===== src/rtl/add_result_accum.sv =====
// add_result_accum: accumulates FRAME_LEN adder sums into a frame total on a valid/ready port
// Optional ACC_PEAK_EN adds peak_out, the per-frame maximum accepted sample.
module add_result_accum #(
    parameter int DATA_W    = 9,
    parameter int FRAME_LEN = 16,
    parameter int ACC_W     = 13,
    parameter int CNT_W     = 8
) (
    input  logic              clk,
    input  logic              rst_n,
    input  logic              en,
    input  logic [DATA_W-1:0] s_in,
    input  logic              s_valid,
    output logic              s_ready,
    output logic [ACC_W-1:0]  acc_out,
    output logic              out_valid,
    input  logic              out_ready,
`ifdef ACC_PEAK_EN
    output logic [DATA_W-1:0] peak_out,
`endif
    output logic [CNT_W-1:0]  frame_cnt
);
    localparam int CW = $clog2(FRAME_LEN);

    typedef enum logic [1:0] {IDLE, ACCUM, HOLD} state_t;

    state_t           r_state, w_next;
    logic [ACC_W-1:0] r_sum;
    logic [CW-1:0]    r_cnt;
    logic [ACC_W-1:0] w_acc;
    logic             w_accept, w_last;

    assign s_ready  = (r_state == ACCUM) && en;
    assign w_accept = s_valid && s_ready;
    assign w_last   = w_accept && (r_cnt == CW'(FRAME_LEN - 1));
    assign w_acc    = r_sum + ACC_W'(s_in);

    // next state: IDLE waits for en, ACCUM runs to the last sample, HOLD waits for the handshake
    always_comb begin
        w_next = r_state;
        case (r_state)
            IDLE:    w_next = en ? ACCUM : IDLE;
            ACCUM:   w_next = w_last ? HOLD : ACCUM;
            HOLD:    w_next = out_ready ? (en ? ACCUM : IDLE) : HOLD;
            default: w_next = IDLE;
        endcase
    end

    // state register
    always_ff @(posedge clk or negedge rst_n) begin
        if (!rst_n) r_state <= IDLE;
        else        r_state <= w_next;
    end

    // running sum, sample count and the registered frame result
    always_ff @(posedge clk or negedge rst_n) begin
        if (!rst_n) begin
            r_sum     <= '0;
            r_cnt     <= '0;
            acc_out   <= '0;
            out_valid <= 1'b0;
            frame_cnt <= '0;
        end else begin
            if (r_state == HOLD && out_ready) out_valid <= 1'b0;
            if (w_last) begin
                acc_out   <= w_acc;
                out_valid <= 1'b1;
                frame_cnt <= frame_cnt + CNT_W'(1);
                r_sum     <= '0;
                r_cnt     <= '0;
            end else if (w_accept) begin
                r_sum <= w_acc;
                r_cnt <= r_cnt + CW'(1);
            end
        end
    end

`ifdef ACC_PEAK_EN
    logic [DATA_W-1:0] r_max, w_max;

    assign w_max = (s_in > r_max) ? s_in : r_max;

    // per-frame running maximum, published with the frame total
    always_ff @(posedge clk or negedge rst_n) begin
        if (!rst_n) begin
            r_max    <= '0;
            peak_out <= '0;
        end else if (w_last) begin
            peak_out <= w_max;
            r_max    <= '0;
        end else if (w_accept) begin
            r_max <= w_max;
        end
    end
`endif
endmodule

===== config.mk =====
export PLATFORM = sky130hd
export DESIGN_NAME = add_result_accum
export DESIGN_NICKNAME = d
export VERILOG_FILES = /design/src/rtl/add_result_accum.sv
export SDC_FILE = /design/constraint.sdc
export NUM_CORES = 1
export LEC_CHECK = 0
export ABC_AREA = 1
export BUFFER_PORTS_ARGS = -buffer_cell sky130_fd_sc_hd__buf_2
export CAP_MARGIN = 20
export CORE_ASPECT_RATIO = 0.75
export CORE_MARGIN = 5
export CORE_UTILIZATION = 55
export DETAILED_ROUTE_END_ITERATION = 10
export MAX_ROUTING_LAYER = met4
export PLACE_DENSITY = 0.9
export SLEW_MARGIN = 20
export SYNTH_ARGS = -nofsm -noshare
export SYNTH_HDL_FRONTEND = slang
export SYNTH_SLANG_ARGS = --single-unit
export TNS_END_PERCENT = 1

===== constraint.sdc =====
create_clock -name clk -period 3.4 [get_ports clk]
set_input_delay 0.17 -clock clk [delete_from_list [all_inputs] [get_ports clk]]
set_output_delay 0.17 -clock clk [all_outputs]
set_load 0.05 [all_outputs]

# Yosys cells after proc, flatten, opt, wreduce, memory -nomap -nowiden

Cells that the tools add are included.

Bits in registers: 41
Input bits: 14
Output and inout bits: 23
Logic and storage cells: 29

Add/subtract/negate cells: 3
Equal/unequal tests: 3
Multiplexer cells: 10
Reduce and logical (&&, ||, !) cells: 7

Operator list:

| kind                  | number |
|---|---|
| $mux W13              | 2 |
| $add A13 B9 Y13       | 1 |
| $add A8 B1 Y8 const B | 1 |
| $mux W4               | 2 |
| $pmux W2 S3           | 1 |
| $add A4 B1 Y4 const B | 1 |
| $eq A4 B4 Y1 const B  | 1 |
| $logic_and A1 B1 Y1   | 4 |
| $mux W2               | 2 |
| $reduce_bool A2 Y1    | 2 |
| $mux W1               | 3 |
| $eq A2 B1 Y1 const B  | 1 |
| $eq A2 B2 Y1 const B  | 1 |
| $logic_not A2 Y1      | 1 |

# Longest topological paths before layout

Gate-level depths: netlist of the first run.

Word-level depth: 6
Mapped depth: 11
Gate-level depth less buffers: 11

# Worst setup path before layout of the first run

No wires, ideal clock.

Path type: register to register
From: register r_sum[0]
To: register acc_out[8]
Library setup time: 0.066 ns
Arrival: 1.581 ns
Required time: 3.334 ns
Path slack: 1.753 ns
Cell stages (with the launch flop): 12
Buffers on the path: 0
Period minus slack after synthesis: 1.647 ns
Path through: dfrtp_1 > ha_1 > inv_1 > fa_1 > inv_1 > nand3_1 > nand2_1 > nand2_1 > nand2_1 > xor2_1 > nand2_1 > nand2_1

Word-level cells in the longest chain between the ends: 1

Ends and longest elaborated chain:

| what                   | line | text |
|---|---|---|
| from (decl)            | 28   | `logic [ACC_W-1:0] r_sum;` |
| from (signal assigned) | 72   | `r_sum <= w_acc;` |
| $add A13 B9 Y13        | 36   | `assign w_acc = r_sum + ACC_W'(s_in);` |
| to (signal assigned)   | 66   | `acc_out <= w_acc;` |
| to (decl)              | 15   | `output logic [ACC_W-1:0] acc_out,` |

Every way passes these cells.
A chain may end at the register's enable or synchronous reset.

# Worst setup path after layout of the first run

From: register r_sum[0]
To: register r_sum[6]

Word-level cells in the longest chain between the ends: 3

Ends and longest elaborated chain:

| what            | line | text |
|---|---|---|
| $add A13 B9 Y13 | 36   |  |
| $mux W13        | 71   | `end else if (w_accept) begin` |
| $mux W13        | 65   | `if (w_last) begin` |

Every way passes these cells. The select of a mux whose other input is x is not followed.

==> results of run 1 <==
worst register-to-register path, stage by stage (launching register included):
cell and delay (ns):
dfrtp_1 0.37, ha_1 0.19, inv_1 0.07, fa_1 0.41
inv_1 0.10, nand3_1 0.07, nand2_1 0.17, nand2_1 0.09
nand2_1 0.09, xor2_1 0.20, nand2_1 0.07, nand2_1 0.07
report_power, final:
group / total [W] / internal (W) / switching (W)
Sequential: 0.000734 / 0.000625 / 0.000109
Combinational: 0.000942 / 0.000303 / 0.000639
Clock: 0.000403 / 0.000220 / 0.000183
path summary, 6_finish.rpt:
| kind | endpoint | slack, ns | cells past startpoint |
|---|---|---|---|
| max reg2reg | r_sum[6]$_DFFE_PN0P_ | 1.47 | 11 |
| min reg2reg | acc_out[4]$_DFFE_PN0P_ | 0.48 | 2 |
| max | r_sum[6]$_DFFE_PN0P_ | 1.47 | 11 |
| max in group asynchronous | acc_out[11]$_DFFE_PN0P_ | 2.85 | 1 |
| min in group clk | r_state[1]$_DFF_PN0_ | 0.13 | 4 |
| min | r_cnt[3]$_DFFE_PN0P_ | -0.01 | 1 |
registers in the layout, indices dropped and copies added, names as in the netlist:
register / cells
r_sum: 13
acc_out: 13
out_valid: 1
r_cnt: 4
frame_cnt: 8
r_state: 2
metrics by stage:
stage / std cells / hold slack [ns] / cell area (um^2) / worst slack, ns
after floorplan: 295 / -0.126 / 2330 / 1.75
after global placement: 380 / 0.341 / 2530 / 1.66
final: 388 / -0.0106 / 2650 / 1.47
after detailed placement: 380 / 0.342 / 2530 / 1.53
after CTS: 388 / 0.0132 / 2650 / 1.51
after global routing: 388 / 0.0664 / 2650 / 1.36
final cells by class:
cell class / count / share of cell area
Multi-Input combinational cell: 210 / 0.421
Sequential cell: 41 / 0.388
Timing Repair Buffer: 36 / 0.0681
Inverter: 38 / 0.0539
Clock buffer: 5 / 0.0260
Tap cell: 55 / 0.0260
Clock inverter: 3 / 0.0175
per-layer routing:
layer,up-vias,GRT usage,routed length (um)
met2,82,0.294,2160
met4,0,0.0514,29
li1,996,-,-
met1,898,0.279,2530
met3,4,0.0598,368
met5,-,-,0
logic make-up (layout without fill, tap and decap cells):
logic type               Yosys count  in the layout
adder cells (fa/ha/maj)           12             12
buffers and inverters             44             82
AND/OR/NAND/NOR                  168            168
XOR/XNOR                          14             14
AO/OA/AOI/OAI                     16             16
flip-flops                        41             41
placed cells by master (no fill, tap or decap), drive strengths merged, types with 4 or more instances in the layout:
cell type  count
dfrtp         41
nand3         25
a22o           4
o21ai          4
xnor2          4
buf           36
inv           38
nor2          16
ha            11
nand2        119
nand4          6
clkbuf         5
xor2          10
a21oi          4
cell usage after synthesis, drive strengths merged:
master	instances	area (um^2)
and3	1	6.26
xor2	10	87.6
fa	1	20.0
dfrtp	41	1030
o211ai	1	7.51
a21oi	4	20.0
o22ai	1	6.26
nand2	119	454
xnor2	4	35.0
nor2	16	86.3
inv	38	143
nand4	6	43.8
nand3	25	135
o21ai	4	20.0
o31ai	1	7.51
nor3	1	5.00
a21boi	1	7.51
a22o	4	35.0
buf	6	42.5
ha	11	138
==> results by group, run 1 <==
Synthesis
  • Synth warn: 0
  • Cells after synthesis: 295
  • Synth cell types: 28
  • Compound-gate portion of the synthesized area: 0.0446
  • Syn Nets: 321
  • Adder-Cell Fraction of Synth Area: 0.0678
  • Post-Synth XOR/XNOR Area: 0.0527
  • Mux contribution to synthesized area: 0
  • Mean area per synthesized cell: 7.88 um^2
  • Register area share after synthesis: 0.441
  • Post-synthesis simple-gate area fraction: 0.314
  • Netlist Area Pre-Place: 0.00233 mm^2
  • Synth Register Bits: 41
  • Main combinational cell family by area after synthesis: simple AND/OR/NAND/NOR gates

Critical path
  • Worst Path Buf+Inv: 2
  • Cells along the critical path: ha_1 > inv_1 > fa_1 > inv_1 > nand3_1 > nand2_1 > nand2_1 > nand2_1 > xor2_1 > nand2_1 > nand2_1
  • Crit end category: flip-flop
  • CP max-delay cell: fa_1
  • Arrival time at the worst endpoint: 2.18 ns
  • Startpoint types: flip-flop
  • CP most frequent cell: nand2_1
  • Top delay family on crit path: adder cells
  • Critical path peak fanout: 4
  • R2R Path Start: r_sum[0]$_DFFE_PN0P_
  • Kind of critical path: flip-flop to flip-flop
  • Critical Path Source: r_sum[0]$_DFFE_PN0P_
  • Slowest stage delay, CP: 0.41 ns
  • Worst Path Required: 3.64 ns

Final layout
  • Fill cell count: 345
  • Share of layout cells above drive strength 1: 0.156
  • Layout area overhead: 13.8%
  • Multi-input logic area: 0.00111 mm^2
  • Final core occ: 0.649
  • # nets final: 358
  • Register area: 0.00103 mm^2
  • Ant diodes: 0

Global route
  • First-pass GRT wire length: 8.76 mm
  • Vias in the first global route: 1928
  • GRT Overall Usage: 0.203
  • GRT Residual Overflow: 0
  • Largest net degree at the start of global routing: 42
  • Antenna violations before repair: 0

Floorplanning
  • IO Pins: 37
  • Width of the die: 85.1 um
  • Core Box Area: 0.00408 mm^2
  • FP Rows: 20
  • Initial Util: 0.570
  • DIE AREA: 0.00564 mm^2
  • Die height: 66.3 um

Power and ir drop
  • Overall power: 0.00208 W
  • Worst vdd ir: 0.448 mV
  • Leak Pwr: 1.57 nW
  • PwrDens: 785 mW/mm^2

STA
  • Max-slew violations: 0
  • Worst-margin pin slew: 0.889 ns
  • Hold_ws: -0.0106 ns
  • TNS Setup: 0 ns
  • FMAX: 0.517 GHz
  • Final Setup Violations: 0
  • Clock Skews: 0.0103 ns
  • Final period util: 0.569
  • Final Hold Viols: 31
  • RSZ-0062 raised after global routing: false
  • Max-slew headroom: 0.408
  • Period minus WS final: 1.93 ns

Clocking
  • CTS tree: yes
  • Clk slew on worst S/H paths: 0.09 ns
  • # resized after CTS: 0
  • Clk Latency, worst-skew pair: 0.30 ns
  • Setup Buffers After CTS: 0
  • Hold_buf cts: 0
  • Sinks on Clock Net: 41
  • CTS Buf Count: 5
  • Clk root buf: clkbuf_8
  • H-tree depth: 2
  • CTS max path bufs: 2

Route
  • DRC Markers: 0
  • WL final: 5.09 mm
  • Via count: 1980
  • Antenna Nets Post-Route: 0
  • Via/cell ratio: 5.10
  • Wire per inst: 13.1 um
  • 1st-pass router iterations: 4
  • Iteration-0 DRC Markers: 124

Place
  • Buffers on Ports: 36
  • Dpl hpwl: 3.62 mm
  • GP Congestion: 0.915

Hold path
  • Hold Crit Class: input port to async pin

Status
  • Failing checks: negative hold slack
  • Status: complete, but fails checks

Run
  • Max_cap viols: 0
(Power assumes the default switching activity.)
==> run 2: changes to the inputs <==
--- a/config.mk
+++ b/config.mk
@@ -10,10 +10,10 @@
 export CAP_MARGIN = 20
 export CORE_ASPECT_RATIO = 0.75
 export CORE_MARGIN = 5
-export CORE_UTILIZATION = 55
+export CORE_UTILIZATION = 51
 export DETAILED_ROUTE_END_ITERATION = 10
 export MAX_ROUTING_LAYER = met4
-export PLACE_DENSITY = 0.9
+export PLACE_DENSITY = 0.88
 export SLEW_MARGIN = 20
 export SYNTH_ARGS = -nofsm -noshare
 export SYNTH_HDL_FRONTEND = slang
==> constraint.sdc (replaced) <==
create_clock -name clk -period 1.6 [get_ports clk]
set_input_delay 0.08 -clock clk [delete_from_list [all_inputs] [get_ports clk]]
set_output_delay 0.08 -clock clk [all_outputs]
set_load 0.05 [all_outputs]
==> run 2 against run 1 <==
The run ends with negative setup slack left. Largest cell class unchanged. Flip-flop and latch count did not move. Register-to-register slack got worse by 1.5 ns. Clock-buffer cell count rose by 1. Clock skew fell by 0.0059 ns. Core utilization rose by 0.91 points.
==> results by group, run 2 (same netlist as run 1, synthesis figures left out) <==
Status
  • Status: complete, but fails checks
  • Failing checks: negative setup slack

Route
  • Via/cell ratio: 5.15
  • Antenna Nets Post-Route: 0
  • Routed wl met3: 285 um
  • Via count: 2081
  • WL final: 5.58 mm
  • Iteration-0 DRC Markers: 107
  • DRC Markers: 0
  • Highest routed layer: met4
  • Metal-1 WL: 2.39 mm
  • WL met2: 2.81 mm
  • Wire per inst: 13.8 um
  • 1st-pass router iterations: 4

Floorplanning
  • DIE AREA: 0.00603 mm^2
  • Initial Util: 0.524
  • Core Box Area: 0.00444 mm^2
  • Die height: 68.5 um
  • Width of the die: 88.0 um
  • FP Rows: 21
  • IO Pins: 37

Global route
  • GRT Residual Overflow: 0
  • First-pass GRT wire length: 9.29 mm
  • Antenna violations before repair: 0
  • Vias in the first global route: 2115
  • Largest net degree at the start of global routing: 23
  • GRT Overall Usage: 0.208

Clocking
  • Clk slew on worst S/H paths: 0.08 ns
  • Sinks on Clock Net: 41
  • Clk root buf: clkbuf_8
  • CTS tree: yes
  • Clk Latency, worst-skew pair: 0.29 ns
  • CTS max path bufs: 2
  • CTS Buf Count: 5
  • H-tree depth: 2
  • Setup Buffers After CTS: 0

Final layout
  • Ant diodes: 0
  • Commonest non-fill, non-tap cell in the layout: nand2_1
  • Layout area overhead: 25.7%
  • Multi-input logic area: 0.00126 mm^2
  • Register area: 0.00103 mm^2
  • Most frequent cells in the layout: 117 x nand2_1, 41 x dfrtp_1, 36 x buf_2
  • Top Registers: acc_out x13, r_sum x13, frame_cnt x8
  • # nets final: 372
  • Share of layout cells above drive strength 1: 0.242
  • Fill cell count: 383

STA
  • Period minus WS final: 1.68 ns
  • Setup WS post-layout: -0.0752 ns
  • Clock Skews: 0.00448 ns
  • Final Setup Violations: 8
  • Worst-margin pin slew: 0.480 ns
  • FMAX: 0.597 GHz
  • Max-slew violations: 0
  • Final Hold Viols: 0
  • TNS Setup: -0.445 ns
  • Final period util: 1.05
  • Max-slew headroom: 0.680
  • RSZ-0062 raised after global routing: true

Place
  • Dpl hpwl: 4.01 mm
  • GP Congestion: 0.905
  • Buffers on Ports: 36
  • DP Worst Slack: -0.0906 ns

Power and ir drop
  • Leak Pwr: 1.66 nW
  • Worst vdd ir: 0.982 mV
  • Seq pwr share: 0.330
  • Sw frac: 0.435
  • Comb power frac: 0.490
  • Net switching power: 0.00211 W
  • Overall power: 0.00485 W
  • PwrDens: 1660 mW/mm^2
  • Clock power share: 0.180
  • Int Pwr: 0.00274 W

Critical path
  • Crit end category: flip-flop
  • Reg2Reg Depth: 11
  • Startpoint types: flip-flop
  • Worst Path Required: 1.84 ns
  • Arrival time at the worst endpoint: 1.91 ns
  • Kind of critical path: flip-flop to flip-flop
  • Critical path peak fanout: 4

Hold path
  • Hold Crit Depth: 4
  • Hold Crit Class: input port to flip-flop

Run
  • Max_cap viols: 0
-- run 2: changes by cell type in the layout (fill, tap and decap cells not counted), sizes merged --
cell,previous run,this run
buf,36,49
clkbuf,5,6
clkinv,1,0
dlygate4sd3,0,1
-- run 2: area by class of cell --
cell class	instances	area share
clock inverters	2	0.0128
flip-flops and latches	41	0.351
repair buffers	50	0.103
well taps	57	0.0244
multi-input cells	210	0.432
clock buffers	6	0.0283
inverters	38	0.0488
-- run 2: timing repair --
action | 4_1_cts | 5_1_grt
endpoints found under the setup margin | 12 | 26
endpoints found under the hold margin | 19 | 0
resized for setup | 7 | 14
pin swaps | 4 | 1
hold buffers | 1 | 0
cloned | 0 | 0
-- run 2: metal layers --
layer	global-route usage	up-vias
li1	-	1028
met1	0.248	987
met2	0.352	55
met3	0.0409	11
met4	0.0766	0
met5	-	-
-- run 2: worst paths after layout --
path                                           from                  endpoint  slack, ns
max in group asynchronous                     rst_n      r_sum[4]$_DFFE_PN0P_       0.85
setup reg to reg               r_sum[0]$_DFFE_PN0P_      r_sum[8]$_DFFE_PN0P_      -0.08
hold reg to reg            frame_cnt[7]$_DFFE_PN0P_  frame_cnt[7]$_DFFE_PN0P_       0.46
hold / removal                            out_ready      r_state[1]$_DFF_PN0_       0.15
setup / recovery               r_sum[0]$_DFFE_PN0P_      r_sum[8]$_DFFE_PN0P_      -0.08
min in group asynchronous                     rst_n      r_sum[7]$_DFFE_PN0P_       0.27
-- run 2: critical path: stages, from the launching register on --
cell and delay, ns:
dfrtp_1 0.36, ha_2 0.19, inv_2 0.04, fa_2 0.35
inv_2 0.08, nand3_2 0.08, nand2_4 0.09, nand2_1 0.05
nand2_1 0.07, xor2_1 0.17, nand2_1 0.07, nand2_1 0.06
-- run 2: power by group through the flow --
stage	clock network, W	registers (W)	logic, W
after floorplan	0	0.00186	0.00125
after global placement	0	0.00156	0.00204
after detailed placement	0	0.00157	0.00210
after CTS	0.000883	0.00156	0.00216
after global routing	0.000928	0.00165	0.00265
final	0.000872	0.00160	0.00237
-- run 2: through the flow --
stage,instances,area [um^2],hold slack [ns],utilization
after floorplan,295,2330,-0.216,-
after global placement,395,2650,0.0676,0.597
after detailed placement,395,2650,0.0747,0.597
after CTS,404,2810,0.118,0.632
after global routing,404,2920,0.166,0.658
final,404,2920,0.150,0.658
